$ cat config.mk
export PLATFORM = sky130hd
export DESIGN_NAME = mac_accumulator_flat
export DESIGN_NICKNAME = d
export VERILOG_FILES = /design/src/rtl/mac_if.sv /design/src/rtl/mac_accumulator.sv /design/src/flat_wrapper.sv
export SDC_FILE = /design/constraint.sdc
export NUM_CORES = 1
export LEC_CHECK = 0
export CAP_MARGIN = 20
export CORE_ASPECT_RATIO = 0.7
export CORE_MARGIN = 2
export CORE_UTILIZATION = 40
export CTS_CLUSTER_SIZE = 28
export DETAILED_ROUTE_END_ITERATION = 7
export DONT_BUFFER_PORTS = 1
export HOLD_SLACK_MARGIN = 0.15
export PLACE_DENSITY_LB_ADDON = 0.1
export SYNTH_ARGS = -nofsm -noshare
export SYNTH_HDL_FRONTEND = slang
export SYNTH_SLANG_ARGS = --single-unit
export TNS_END_PERCENT = 20
$ cat constraint.sdc
create_clock -name mac_clk -period 7.86 [get_ports mac_clk]
set_input_delay 1.572 -clock mac_clk [delete_from_list [all_inputs] [get_ports mac_clk]]
set_output_delay 1.572 -clock mac_clk [all_outputs]
set_load 0.02 [all_outputs]
$ cat src/rtl/mac_if.sv
// ----------------------------------------------------------------------------
// mac_if : matched-pair input and ready/valid result bundle of mac_accumulator
// Revision: 1.0
// ----------------------------------------------------------------------------
`default_nettype none

interface mac_if #(
  parameter int VALUE_W = 8,
  parameter int ACC_W   = 32
);
  logic                           mac_valid_i;
  logic                           mac_finish_i;
  logic [1:0][VALUE_W-1:0]        mac_data_i;
  logic                           result_valid_o;
  logic                           result_ready_i;
  logic [ACC_W-1:0]               result_data_o;
  logic [15:0]                    result_count_o;
  logic                           result_overflow_o;
  logic                           protocol_err_o;

  modport slave (
    input  mac_valid_i, mac_finish_i, mac_data_i, result_ready_i,
    output result_valid_o, result_data_o, result_count_o,
           result_overflow_o, protocol_err_o
  );

  modport master (
    output mac_valid_i, mac_finish_i, mac_data_i, result_ready_i,
    input  result_valid_o, result_data_o, result_count_o,
           result_overflow_o, protocol_err_o
  );
endinterface

`default_nettype wire

$ cat src/rtl/mac_accumulator.sv
// ----------------------------------------------------------------------------
// mac_accumulator : signed multiply-accumulate of matched pairs, result on ready/valid
// Revision: 1.0
// ----------------------------------------------------------------------------
`default_nettype none

module mac_accumulator #(
  parameter int VALUE_W  = 8,
  parameter int ACC_W    = 32,
  parameter int SATURATE = 1
) (
  input  wire logic mac_clk,
  input  wire logic mac_rst,
  mac_if.slave      bus
);

  typedef enum logic [1:0] {
    ST_ACCUM    = 2'd0,
    ST_DRAIN    = 2'd1,
    ST_RESULT   = 2'd2,
    ST_WAIT_REL = 2'd3
  } state_t;

  localparam logic [ACC_W-1:0] c_acc_max = {1'b0, {(ACC_W-1){1'b1}}};
  localparam logic [ACC_W-1:0] c_acc_min = {1'b1, {(ACC_W-1){1'b0}}};

  state_t                        r_state;
  state_t                        w_next_state;
  logic                          r_finish_q;
  logic signed [2*VALUE_W-1:0]   r_prod_q;
  logic                          r_prod_vld_q;
  logic        [ACC_W-1:0]       r_acc;
  logic        [15:0]            r_count;
  logic                          r_overflow;
  logic                          r_err;

  logic                          w_finish_edge;
  logic signed [VALUE_W-1:0]     w_a;
  logic signed [VALUE_W-1:0]     w_b;
  logic signed [2*VALUE_W-1:0]   w_prod;
  logic signed [ACC_W-1:0]       w_prod_ext;
  logic        [ACC_W-1:0]       w_sum;
  logic                          w_ovf;
  logic        [ACC_W-1:0]       w_acc_next;
  logic                          w_result_valid;
  logic        [ACC_W-1:0]       w_result_data;
  logic        [15:0]            w_result_count;
  logic                          w_result_ovf;

  assign w_finish_edge = bus.mac_finish_i & ~r_finish_q;
  assign w_a           = bus.mac_data_i[0];
  assign w_b           = bus.mac_data_i[1];
  assign w_prod        = w_a * w_b;
  assign w_prod_ext    = ACC_W'(r_prod_q);
  assign w_sum         = r_acc + w_prod_ext;

  // Signed overflow: addends share a sign that the sum does not.
  assign w_ovf      = (r_acc[ACC_W-1] == w_prod_ext[ACC_W-1]) &&
                      (w_sum[ACC_W-1] != r_acc[ACC_W-1]);
  assign w_acc_next = (w_ovf && (SATURATE != 0)) ?
                      (r_acc[ACC_W-1] ? c_acc_min : c_acc_max) : w_sum;

  always_ff @(posedge mac_clk) begin
    if (mac_rst) begin
      r_state      <= ST_ACCUM;
      r_finish_q   <= 1'b0;
      r_prod_q     <= '0;
      r_prod_vld_q <= 1'b0;
      r_acc        <= '0;
      r_count      <= '0;
      r_overflow   <= 1'b0;
      r_err        <= 1'b0;
    end else begin
      r_state      <= w_next_state;
      r_finish_q   <= bus.mac_finish_i;
      r_prod_q     <= w_prod;
      r_prod_vld_q <= bus.mac_valid_i && (r_state == ST_ACCUM);

      if ((r_state == ST_WAIT_REL) && !bus.mac_finish_i) begin
        r_acc      <= '0;
        r_count    <= '0;
        r_overflow <= 1'b0;
      end else if (r_prod_vld_q) begin
        r_acc      <= w_acc_next;
        r_overflow <= r_overflow | w_ovf;
        if (r_count != 16'hFFFF) begin
          r_count <= r_count + 16'd1;
        end
      end

      if (bus.mac_valid_i && (r_state != ST_ACCUM)) begin
        r_err <= 1'b1;
      end
    end
  end

  always_comb begin
    w_next_state   = r_state;
    w_result_valid = 1'b0;
    w_result_data  = '0;
    w_result_count = '0;
    w_result_ovf   = 1'b0;
    case (r_state)
      ST_ACCUM: begin
        if (w_finish_edge) w_next_state = ST_DRAIN;
      end
      ST_DRAIN: begin
        w_next_state = ST_RESULT;
      end
      ST_RESULT: begin
        w_result_valid = 1'b1;
        w_result_data  = r_acc;
        w_result_count = r_count;
        w_result_ovf   = r_overflow;
        if (bus.result_ready_i) w_next_state = ST_WAIT_REL;
      end
      ST_WAIT_REL: begin
        if (!bus.mac_finish_i) w_next_state = ST_ACCUM;
      end
      default: w_next_state = ST_ACCUM;
    endcase
  end

  assign bus.result_valid_o    = w_result_valid;
  assign bus.result_data_o     = w_result_data;
  assign bus.result_count_o    = w_result_count;
  assign bus.result_overflow_o = w_result_ovf;
  assign bus.protocol_err_o    = r_err;

endmodule

`default_nettype wire

$ cat src/flat_wrapper.sv
// flat-port wrapper written by rule: the top's interface ports become plain ports
module mac_accumulator_flat 
#(
  parameter int VALUE_W  = 8,
  parameter int ACC_W    = 32,
  parameter int SATURATE = 1
)
  (mac_clk, mac_rst, bus_mac_valid_i, bus_mac_finish_i, bus_mac_data_i, bus_result_ready_i, bus_result_valid_o, bus_result_data_o, bus_result_count_o, bus_result_overflow_o, bus_protocol_err_o);
  mac_if #(.VALUE_W(VALUE_W), .ACC_W(ACC_W)) bus_i ();
  input  wire logic mac_clk;
  input  wire logic mac_rst;
  input wire logic [$bits(bus_i.mac_valid_i)-1:0] bus_mac_valid_i;
  input wire logic [$bits(bus_i.mac_finish_i)-1:0] bus_mac_finish_i;
  input wire logic [$bits(bus_i.mac_data_i)-1:0] bus_mac_data_i;
  input wire logic [$bits(bus_i.result_ready_i)-1:0] bus_result_ready_i;
  output wire logic [$bits(bus_i.result_valid_o)-1:0] bus_result_valid_o;
  output wire logic [$bits(bus_i.result_data_o)-1:0] bus_result_data_o;
  output wire logic [$bits(bus_i.result_count_o)-1:0] bus_result_count_o;
  output wire logic [$bits(bus_i.result_overflow_o)-1:0] bus_result_overflow_o;
  output wire logic [$bits(bus_i.protocol_err_o)-1:0] bus_protocol_err_o;
  assign bus_i.mac_valid_i = bus_mac_valid_i;
  assign bus_i.mac_finish_i = bus_mac_finish_i;
  assign bus_i.mac_data_i = bus_mac_data_i;
  assign bus_i.result_ready_i = bus_result_ready_i;
  assign bus_result_valid_o = bus_i.result_valid_o;
  assign bus_result_data_o = bus_i.result_data_o;
  assign bus_result_count_o = bus_i.result_count_o;
  assign bus_result_overflow_o = bus_i.result_overflow_o;
  assign bus_protocol_err_o = bus_i.protocol_err_o;
  mac_accumulator #(.VALUE_W(VALUE_W), .ACC_W(ACC_W), .SATURATE(SATURATE)) u_core (.mac_clk(mac_clk), .mac_rst(mac_rst), .bus(bus_i));
endmodule
==> results.py <==
metrics = {
    "outcome": {
        "run_status": "completed",
    },
    "finish": {
        "drive_above_1_share_pct": 3.62,
        "area_growth_pct": 7.14,
        "fin_cells": 1087,
        "diodes": 0,
        "finalInstanceArea_mm2": 0.00757,
        "net_count_of_the_finished_layout": 992,
        "layout.filler_cells": 1741,
    },
    "timing": {
        "worst_pin_slew_ps": 913,
        "finalHoldViolCount": 0,
        "setup_tns_ps": 0,
        "rsz0062_at_grt": "false",
        "clock_skew_ps": 11.6,
        "fmaxAchievable_ghz": 0.194,
        "setup_viol": 0,
        "timing.hold.ws_ps": 470,
        "final.min_clock_period_ps": 5150,
        "timing_max_transition_violations_final": 0,
        "timing.slew.headroom_pct": 38.5,
        "finalCritPeriodShare_pct": 65.5,
    },
    "placed_design": {
        "placed_cells": 1071,
        "placement.cell_area_mm2": 0.00728,
        "finalWeightedCongestion": 0.860,
        "io_buffers": 0,
        "dp_hpwl_mm": 12.9,
    },
    "power": {
        "power.density_cell_area_mw_per_mm2": 300,
        "p_leak_nw": 3.43,
        "ir_worst_vdd_mv": 0.113,
    },
    "clock_tree": {
        "clk_pin_slew_ps": 60,
        "clock_tree.root_cell": "sky130_fd_sc_hd__clkbuf_16",
        "cts_buffer_depth": 2,
        "cts_tree": "done",
        "cts_resized": 0,
        "cts_htree_levels": 3,
        "cts.sinks": 70,
        "cts_hold_buffers": 0,
        "insertion_delay_ps": 350,
        "cts-buffers-inserted": 9,
        "post_cts.repair.setup_buffers": 0,
    },
    "routing": {
        "dr.first_iter.drc_count": 322,
        "average_routed_wire_per_standard_cell_um": 15.1,
        "detailroute.via_count": 5769,
        "route.detailed.vias_per_inst": 5.31,
        "detail_route.wirelength_mm": 16.4,
        "post-route-drc-count": 0,
        "drt.antenna.violating_nets": 0,
        "dr.pass1.iters": 5,
    },
    "synthesis": {
        "post-synth-top-area-cell": "sky130_fd_sc_hd__dfxtp_1",
        "synthXorXnorAreaFrac_pct": 6.07,
        "synth_warnings": 0,
        "dominantRegCellSynth": "sky130_fd_sc_hd__dfxtp_1",
        "yosys-mux-area-fraction_pct": 0.301,
        "synth_edf_count": 0,
        "ranking_of_synthesized_cells_by_area": "sky130_fd_sc_hd__dfxtp_1 (20%), sky130_fd_sc_hd__fa_1 (16%), sky130_fd_sc_hd__ha_1 (11%)",
        "yosysUniqueCellTypes": 58,
        "synth.yosys.seq_area_share_pct": 19.8,
        "post_synth_fa_ha_maj_area_fraction_pct": 27.2,
        "yosys.area_share.simple_pct": 21.7,
        "synth_top_family_by_area": "adder cells",
        "syn_area_mm2": 0.00707,
        "synthDominantCellAreaShare_pct": 19.8,
        "postSynthNetCount": 1005,
        "syn_avg_cell_area_um2": 8.18,
        "synthMostInstantiatedCell": "sky130_fd_sc_hd__inv_1",
        "synth-compound-area-share_pct": 17.6,
        "post_synth_inst_count": 864,
        "async_reset_ff_share_pct": 0,
        "netlist_top_cells_count": "sky130_fd_sc_hd__inv_1 (101), sky130_fd_sc_hd__and2_1 (96), sky130_fd_sc_hd__dfxtp_1 (70)",
        "ys_ff_latch": 70,
    },
    "die": {
        "fp.dieH_um": 115,
        "placeableCoreArea_mm2": 0.0172,
        "io_pins": 72,
        "initial_utilization_pct": 41.0,
        "horizontal_extent_of_the_die_um": 163,
        "die_area_mm2": 0.0188,
        "core.rowCount": 40,
    },
    "critical_path": {
        "crit_required_ps": 8130,
        "timing.critical_path.from_type": "input port",
        "critical_path.endpoint_type": "flop",
        "crit_path_max_fanout": 8,
        "crit_type": "in -> reg",
        "cp.arrival_ps": 5420,
    },
    "global_route": {
        "grt_antenna_before_repair": 0,
        "first_pass_grt_wire_length_mm": 27.3,
        "grt_max_degree": 53,
        "grt_overflow_total": 0,
        "grtUsageTotal_pct": 18.3,
        "via_count_of_the_first_global_routing_pass": 5451,
    },
    "hold_path": {
        "timing.hold.worst.class": "reg -> reg",
    },
    "flow_run": {
        "max_cap_violations": 0,
    },
}
## state kept, by name, indices dropped and copies added (netlist names)
name	flops
u_core.bus.protocol_err_o	1
u_core.r_acc	32
u_core.r_count	16
u_core.r_finish_q	1
u_core.r_overflow	1
u_core.r_prod_q	16
u_core.r_prod_vld_q	1
u_core.r_state	2
## area by class of cell
cell class                      instances  area [um^2]  share of cell area (%)
Multi-Input combinational cell        664         5150                    68.0
Sequential cell                        70         1400                    18.5
Inverter                              101          379                    5.01
Tap cell                              231          289                    3.82
Clock buffer                           11          253                    3.34
Timing Repair Buffer                    5         57.6                   0.760
Clock inverter                          5         40.0                   0.529
## final timing paths
path / start / to / slack [ps] / depth (start not counted)
setup / recovery: bus_mac_data_i[3] / u_core.r_prod_q[14] / 2710 / 17
hold / removal: u_core.r_overflow / u_core.r_overflow / 470 / 2
setup reg to reg: u_core.r_prod_q[15] / u_core.r_acc[21] / 3990 / 10
hold reg to reg: u_core.r_overflow / u_core.r_overflow / 470 / 2
## worst max-delay path, cell delays in order
cell                       delay (ps)
sky130_fd_sc_hd__and2_1           150
sky130_fd_sc_hd__fa_1             540
sky130_fd_sc_hd__inv_1             50
sky130_fd_sc_hd__fa_1             470
sky130_fd_sc_hd__inv_1             50
sky130_fd_sc_hd__fa_1             520
sky130_fd_sc_hd__inv_1             50
sky130_fd_sc_hd__fa_1             530
sky130_fd_sc_hd__inv_1             40
sky130_fd_sc_hd__ha_1             320
sky130_fd_sc_hd__o21ai_0          130
sky130_fd_sc_hd__a21oi_1          130
sky130_fd_sc_hd__o21ai_0          220
sky130_fd_sc_hd__a21oi_1          130
sky130_fd_sc_hd__o211ai_1         220
sky130_fd_sc_hd__a21boi_0         120
sky130_fd_sc_hd__nor3b_1          170
## cells in the final DEF, fill, tap and decap left out, types with 4 or more instances in the layout
cell type / netlist / routed
sky130_fd_sc_hd__a211oi_1: 8 / 8
sky130_fd_sc_hd__a21o_1: 22 / 22
sky130_fd_sc_hd__a21oi_1: 61 / 60
sky130_fd_sc_hd__a31oi_1: 5 / 5
sky130_fd_sc_hd__and2_1: 96 / 96
sky130_fd_sc_hd__and3_1: 5 / 5
sky130_fd_sc_hd__buf_4: 1 / 4
sky130_fd_sc_hd__clkbuf_16: 0 / 9
sky130_fd_sc_hd__dfxtp_1: 70 / 70
sky130_fd_sc_hd__fa_1: 56 / 56
sky130_fd_sc_hd__ha_1: 64 / 64
sky130_fd_sc_hd__inv_1: 101 / 101
sky130_fd_sc_hd__nand2_1: 65 / 65
sky130_fd_sc_hd__nand2b_1: 5 / 5
sky130_fd_sc_hd__nand3_1: 11 / 11
sky130_fd_sc_hd__nand4_1: 10 / 10
sky130_fd_sc_hd__nor2_1: 54 / 54
sky130_fd_sc_hd__nor2b_1: 15 / 15
sky130_fd_sc_hd__nor3_1: 17 / 17
sky130_fd_sc_hd__o211ai_1: 7 / 7
sky130_fd_sc_hd__o21a_1: 5 / 5
sky130_fd_sc_hd__o21ai_0: 53 / 53
sky130_fd_sc_hd__o21bai_1: 5 / 5
sky130_fd_sc_hd__o311ai_0: 5 / 5
sky130_fd_sc_hd__or3_1: 6 / 6
sky130_fd_sc_hd__xnor2_1: 27 / 27
sky130_fd_sc_hd__xor2_1: 22 / 22
## cell families (layout without fill, tap and decap cells)
family          after synthesis  in the layout
simple gates                296            296
xor+xnor                     49             49
fa+ha+maj                   120            120
buf+inv                     130            122
compound gates              197            197
mux                           2              2
flops                        70             70
## metal layers
metal	up-vias	global-route usage (%)	share of wire, %
li1	2872	-	-
met1	2759	28.0	55
met2	126	25.7	39
met3	12	4.11	5.2
met4	0	4.31	0.90
met5	-	0	0
## power breakdown
group / total [mW] / leakage, nW / internal, mW / switching, mW
logic: 1.36 / 2.71 / 0.566 / 0.792
registers: 0.516 / 0.574 / 0.440 / 0.0754
clock network: 0.401 / 0.147 / 0.234 / 0.167
total: 2.27 / 3.43 / 1.24 / 1.03
## stage by stage
step	total power [mW]	setup slack, ps	utilization (%)
after floorplan	1.61	2590	-
after global placement	1.85	2380	42.1
after detailed placement	1.88	2340	42.3
after CTS	2.30	2680	44.0
after global routing	2.53	2380	44.0
final	2.27	2710	44.0
No activity file was read; power rests on OpenSTA's default activity.
